[config.mk]
export PLATFORM = sky130hd
export DESIGN_NAME = instr_fetch_stage
export DESIGN_NICKNAME = d
export VERILOG_FILES = /design/src/rtl/instr_fetch_stage.sv
export SDC_FILE = /design/constraint.sdc
export NUM_CORES = 1
export LEC_CHECK = 0
export CAP_MARGIN = 20
export CORE_ASPECT_RATIO = 0.6
export CORE_UTILIZATION = 48
export CTS_BUF_LIST = sky130_fd_sc_hd__clkbuf_2
export DETAILED_ROUTE_END_ITERATION = 10
export PLACE_DENSITY = 0.86
export SYNTH_ARGS = -nofsm -noshare
export SYNTH_HDL_FRONTEND = slang
export SYNTH_SLANG_ARGS = --single-unit
[constraint.sdc]
create_clock -name clk -period 2.6 [get_ports clk]
set_input_delay 0.52 -clock clk [delete_from_list [all_inputs] [get_ports clk]]
set_output_delay 0.52 -clock clk [all_outputs]
set_load 0.005 [all_outputs]
[src/rtl/instr_fetch_stage.sv]
`timescale 1ns/1ps
// instr_fetch_stage: IF stage owning the PC, fetching over imem req/rdy.
// Build option IF_PERF_CNT_EN adds fetch_cnt / fetch_wait_cnt outputs.
module instr_fetch_stage #(
    parameter int              PC_W     = 22,
    parameter int              INSTR_W  = 32,
    parameter logic [PC_W-1:0] RESET_PC = '0
) (
    input  logic               clk,
    input  logic               rst,
    input  logic               stall,
    input  logic               hlt,
    input  logic               flush,
    input  logic [PC_W-1:0]    redirect_PC,
    output logic               imem_req,
    output logic [PC_W-1:0]    imem_addr,
    input  logic               imem_rdy,
    input  logic [INSTR_W-1:0] imem_rdata,
    output logic [INSTR_W-1:0] IF_instr,
    output logic [PC_W-1:0]    IF_PC,
    output logic               IF_valid
`ifdef IF_PERF_CNT_EN
    ,
    output logic [31:0]        fetch_cnt,
    output logic [31:0]        fetch_wait_cnt
`endif
);

    typedef enum logic [1:0] {
        FETCH = 2'd0,
        VALID = 2'd1,
        DRAIN = 2'd2
    } state_e;

    state_e               state_q, state_d;
    logic [PC_W-1:0]      pc_q, pc_d;
    logic [PC_W-1:0]      drain_q, drain_d;
    logic [PC_W-1:0]      ipc_q;
    logic [INSTR_W-1:0]   instr_q;
    logic                 valid_q;
    logic                 load;
    logic                 accept;

    assign accept = valid_q & ~stall & ~hlt & ~flush;

    // State, PC and drain-address registers
    always_ff @(posedge clk) begin
        if (rst) begin
            state_q <= FETCH;
            pc_q    <= RESET_PC;
            drain_q <= '0;
        end else begin
            state_q <= state_d;
            pc_q    <= pc_d;
            drain_q <= drain_d;
        end
    end

    // Next state: flush redirects first, otherwise advance on handshakes
    always_comb begin
        state_d = state_q;
        pc_d    = pc_q;
        drain_d = drain_q;
        load    = 1'b0;
        unique case (state_q)
            FETCH: begin
                if (flush) begin
                    pc_d = redirect_PC;
                    if (!imem_rdy) begin
                        drain_d = pc_q;
                        state_d = DRAIN;
                    end
                end else if (imem_rdy) begin
                    load    = 1'b1;
                    pc_d    = pc_q + PC_W'(1);
                    state_d = VALID;
                end
            end
            VALID: begin
                if (flush) begin
                    pc_d = redirect_PC;
                    if (imem_req && !imem_rdy) begin
                        drain_d = pc_q;
                        state_d = DRAIN;
                    end else begin
                        state_d = FETCH;
                    end
                end else if (accept) begin
                    if (imem_rdy) begin
                        load = 1'b1;
                        pc_d = pc_q + PC_W'(1);
                    end else begin
                        state_d = FETCH;
                    end
                end
            end
            DRAIN: begin
                if (flush) pc_d = redirect_PC;
                if (imem_rdy) state_d = FETCH;
            end
            default: state_d = FETCH;
        endcase
    end

    // Request/address: the old address is replayed while draining
    always_comb begin
        imem_req  = 1'b0;
        imem_addr = pc_q;
        unique case (state_q)
            FETCH: imem_req = 1'b1;
            VALID: imem_req = ~stall & ~hlt;
            DRAIN: begin
                imem_req  = 1'b1;
                imem_addr = drain_q;
            end
            default: imem_req = 1'b0;
        endcase
        if (rst) imem_req = 1'b0;
    end

    // IF/ID-facing registers; cleared to a bubble when nothing is held
    always_ff @(posedge clk) begin
        if (rst) begin
            valid_q <= 1'b0;
            instr_q <= '0;
            ipc_q   <= '0;
        end else if (load) begin
            valid_q <= 1'b1;
            instr_q <= imem_rdata;
            ipc_q   <= pc_q;
        end else if (state_d != VALID) begin
            valid_q <= 1'b0;
            instr_q <= '0;
            ipc_q   <= '0;
        end
    end

    assign IF_instr = instr_q;
    assign IF_PC    = ipc_q;
    assign IF_valid = valid_q;

`ifdef IF_PERF_CNT_EN
    logic [31:0] fetch_cnt_q;
    logic [31:0] wait_cnt_q;

    // Consumed-instruction and memory-wait counters, frozen under hlt
    always_ff @(posedge clk) begin
        if (rst) begin
            fetch_cnt_q <= '0;
            wait_cnt_q  <= '0;
        end else if (!hlt) begin
            if (accept)
                fetch_cnt_q <= fetch_cnt_q + 32'd1;
            if (imem_req && !imem_rdy)
                wait_cnt_q <= wait_cnt_q + 32'd1;
        end
    end

    assign fetch_cnt      = fetch_cnt_q;
    assign fetch_wait_cnt = wait_cnt_q;
`endif

endmodule
== After elaboration in Yosys (flattened, before gate mapping) ==
Cells that the tools add are included.
Operators by class
  $add $sub $neg: 1
  eq/ne operators: 9
  multiplexer cells: 34
  bitwise operators: 7
  reductions and logical operators: 9
Operators by type and width (number)
  $mux W22: 12
  $pmux W22 S3: 1
  $mux W32: 2
  $pmux W22 S2: 1
  $add A22 B1 Y22 const B: 1
  $mux W2: 8
  $ne A2 B2 Y1 const B: 5
  $mux W1: 7
  $pmux W2 S3: 1
  $reduce_and A5 Y1: 1
  $and A1 B1 Y1: 4
  $pmux W1 S2: 2
  $reduce_bool A2 Y1: 2
  $ne A3 B3 Y1 const B: 1
  $not A1 Y1: 3
  $reduce_and A3 Y1: 1
  $reduce_bool A3 Y1: 1
  $eq A2 B1 Y1 const B: 1
  $eq A2 B2 Y1 const B: 1
  $logic_not A2 Y1: 1
  $ne A2 B1 Y1 const B: 1
  $reduce_or A2 Y1: 1
  $logic_and A1 B1 Y1: 1
  $logic_not A1 Y1: 1
Storage, ports and cells
  register bits after elaboration: 101
  bits of input ports: 60
  output and inout port bits: 78
  word-level logic and storage cells: 66

== Longest topological paths before layout ==
Gate-level depths: netlist (run 1).
  depth in word-level cells: 11
  mapped depth: 10
  depth with buffers taken out: 6

== Worst setup path before layout (run 1) ==
Ideal clock, no wire load.
  kind: register to output
  from: reg state_q[1]
  to: out imem_addr[10]
  data arrival time: 1.549 ns
  data required time: 2.080 ns
  slack: 0.531 ns
  stages on the path, launching flop included: 7
  buffers on the path: 4
  path through: dfxtp_1 buf_6 nor2b_4 buf_6 clkbuf_1 buf_2 mux2_2
Between the ends
  longest elaborated chain between the ends: 2
Ends and longest elaborated chain
  start, declared: RTL line 35  | state_e state_q, state_d;
  start signal, assigned: RTL line 53  | state_q <= state_d;
  $eq A2 B2 Y1: RTL line 109  | unique case (state_q)
  $mux W22: RTL line 109
  end, declared: RTL line 16  | output logic [PC_W-1:0] imem_addr,
Every way passes these cells.

== Worst setup path in the final report (run 1) ==
  from: reg state_q[1]
  to: out imem_addr[18]
The elaborated chain is that of the path after synthesis.

==> results of run 1 <==
[area by class of cell]
| type | count | area [sq um] | area share |
|---|---|---|---|
| multi-input cells | 366 | 2160 | 0.353 |
| flip-flops and latches | 101 | 2030 | 0.331 |
| repair buffers | 166 | 1650 | 0.270 |
| well taps | 112 | 140 | 0.0229 |
| clock inverters | 7 | 90.1 | 0.0147 |
| clock buffers | 9 | 45.0 | 0.00735 |
| inverters | 2 | 7.51 | 0.00123 |
[cell families after synthesis]
logic type               count (synthesis)
AO/OA/AOI/OAI                          149
adder cells (fa/ha/maj)                  1
buffers and inverters                   53
flip-flops                             101
multiplexers                            23
AND/OR/NAND/NOR                        193
[per-layer routing]
metal  vias to the layer above  GRT usage  wire length, um
li1                       2107          -                -
met1                      2148      0.362             5820
met2                       224      0.463             6210
met3                         9     0.0913             1260
met4                         0     0.0578               98
met5                         -          0                0
[registers in the layout, summed over array words and instances, names as in the netlist]
| signal | count |
|---|---|
| IF_instr | 32 |
| IF_PC | 22 |
| drain_q | 22 |
| pc_q | 22 |
| state_q | 2 |
| IF_valid | 1 |
[final timing paths]
path / endpoint / startpoint / slack, ns
worst max-delay path: imem_addr[18] / state_q[1] / 0.07
worst min-delay path: state_q[1] / rst / 0.23
worst max register to register: pc_q[20] / pc_q[1] / 0.36
worst min register to register: drain_q[11] / drain_q[11] / 0.47
[per-stage QoR]
| stage | area [sq um] | setup WS, ns | hold slack (ns) | utilization |
|---|---|---|---|---|
| after global placement | 5920 | 0.0530 | 0.438 | 0.679 |
| after global routing | 6130 | -0.0848 | 0.158 | 0.703 |
| after floorplan | 4420 | 0.531 | 0.433 | - |
| final | 6130 | 0.0748 | 0.226 | 0.703 |
| after CTS | 6100 | -0.102 | 0.167 | 0.700 |
| after detailed placement | 5920 | 0.0306 | 0.447 | 0.679 |
[cells in the mapped netlist (all sizes together) (3+ instances only)]
master,count
a21o,5
nand3,11
o21ai,18
mux2,23
nor2b,4
nor3,7
a2bb2oi,3
a22oi,57
or3,5
nor2,70
buf,21
a31oi,6
a211oi,3
and3,6
nand2,70
dfxtp,101
clkbuf,30
nor4,4
nand4,5
a21oi,42
[layout by cell type (no fill, tap or decap), types with 3 or more instances in the layout]
cell type	n
clkdlybuf4s50_1	113
dfxtp_1	99
nand2_1	70
nor2_1	70
a22oi_1	57
a21oi_1	42
mux2_2	22
buf_4	22
o21ai_0	17
clkbuf_2	13
nand3_1	11
clkdlybuf4s15_1	9
dlygate4sd2_1	9
buf_12	7
a31oi_1	6
nor3_1	6
or3_1	5
and3_1	5
a21o_1	5
nand4_1	4
nor2b_1	3
a211oi_1	3
a2bb2oi_1	3
[where the power goes]
part | internal, mW | switching [mW]
sequential | 1.61 | 0.0691
clock | 0.313 | 0.516
combinational | 0.286 | 0.242
[worst register-to-register path: stages, from the launching register on]
cell     delay (ns)
dfxtp_1        0.53
ha_1           0.24
nand3_1        0.19
nor4_4         0.58
nand3_1        0.19
mux2_2         0.33
a31oi_1        0.15
[timing repair]
| item | 4_1_cts | 5_1_grt |
|---|---|---|
| setup buffers | 4 | 4 |
| endpoints found under the setup margin | 23 | 20 |
| gates cloned | 1 | 0 |
| resized for setup | 27 | 21 |
| pin swaps | 0 | 0 |
==> impl_metrics.ini, run 1 <==
[run_status]
status = finished, final reports clean

[synthesis]
postSynthNetCount = 581
synth_edf_count = 0
synth_top_family_by_area = compound AO/OA/AOI/OAI gates
mappedNetlistArea_sq_um = 4420
synth_compound_area_frac = 0.222
synth_xor_area_frac = 0
synth_area_leaders = dfxtp_1 46%, a22oi_1 9.7%, nand2_1 6.0%
ys_types = 48
yosys_warnings = 0
muxShareOfSynthArea = 0.0587
synthAdderAreaFrac = 0.00283
yosys.area_share.simple = 0.204
synth_top_area_share = 0.458
ys.flop_type = dfxtp_1
synth_area_per_cell_sq_um = 8.49
ys_seq_elements = 101
yosysSeqAreaShare = 0.458
ys_async_sr_fraction = 0
yosys.area.top_type = dfxtp_1
synth_cells = 520

[setup_path]
cp.required_ns = 2.08
crit_arrival_ns = 2.01
crit_buf_inv = 3
cp_num_cells = 5
cpLargestDelayFamily = buffers and inverters
path_cells = nor2b_4, buf_4, buf_12, mux2_2, dlygate4sd2_1
critPathSlowestCell = dfxtp_2
critPathMaxStageDelay_ns = 0.39
end_kind = output pin
critical_path_class = reg2out
crit_fanout = 12
critPathLaunchType = flop
reg2reg_depth = 6

[global_route]
grt_max_degree = 54
grt_pass1_vias = 4240
grt_pass1_wl_mm = 21.4
grt_overflow = 0
grt_use_total = 0.281
antenna_found_initial = 0

[floorplan]
start_util = 0.506
rows = 26
dieHeight_um = 76.3
coreArea_sq_um = 8720
ios = 138
dieWidth_um = 126
die-area_sq_um = 9600

[cts]
clkSinkCount = 101
cts_made_buffers = 9
cts_tree = built
cts_buffer_depth = 2
htreeDepth = 3
cts-root-buf = clkbuf_2
cts.clk_slew.worst_paths_ns = 0.27
hold_buffers = 0
clock_latency_ns = 0.57

[layout]
fill_cells = 667
instances_no_fill = 763
area_growth_syn_to_layout_pct = 38.8
finalNetCount = 707
n_antenna_cell = 0
layout-drive-gt1-share = 0.124

[timing]
rsz0062_at_grt = yes
setup_tns_ns = 0
clock.fmax_ghz = 0.396
finalMaxSlewViolations = 0
worst_pin_slew_ns = 0.680
finalHoldViolCount = 0
fin_crit_sh = 0.971
slew_headroom = 0.545
finClkSkew_ns = 0.0216
min_period_ns = 2.53
setup_violations = 0

[detailed_routing]
route.vias.total = 4488
avgRoutedWirePerCell_um = 17.5
via_per_inst = 5.88
drt_wl_total_mm = 13.4
dr.first_iter.drc_count = 379
drc = 0
firstDrtPassIters = 5
ant_nets = 0

[pwr]
finalPower_mw = 3.03
vdd_ir_drop_max_v = 0.000303
powerDensity_nw_per_um2 = 495
leakage_nw = 2.28

[placed_design]
finalWeightedCongestion = 0.895
dp_cells = 739
portBuffers = 137
hpwlAfterDp_mm = 8.97

[hold_path]
worstHoldPathType = in2reg
min_path_cells = 3

[job]
cap_viol_max_count = 0
(Power assumes the default switching activity.)
==> run 2: changes to the inputs <==
--- a/config.mk
+++ b/config.mk
@@ -5,7 +5,6 @@
 export SDC_FILE = /design/constraint.sdc
 export NUM_CORES = 1
 export LEC_CHECK = 0
-export CAP_MARGIN = 20
 export CORE_ASPECT_RATIO = 0.6
 export CORE_UTILIZATION = 48
 export CTS_BUF_LIST = sky130_fd_sc_hd__clkbuf_2
==> results of run 2 <==
Final layout, timing and power as in run 1 (identical DEF).
==> run 3: changes to the inputs <==
--- a/config.mk
+++ b/config.mk
@@ -5,6 +5,7 @@
 export SDC_FILE = /design/constraint.sdc
 export NUM_CORES = 1
 export LEC_CHECK = 0
+export ABC_CLOCK_PERIOD_IN_PS = 2600
 export CORE_ASPECT_RATIO = 0.6
 export CORE_UTILIZATION = 48
 export CTS_BUF_LIST = sky130_fd_sc_hd__clkbuf_2
==> results of run 3 <==
Final layout, timing and power as in run 1 (identical DEF).
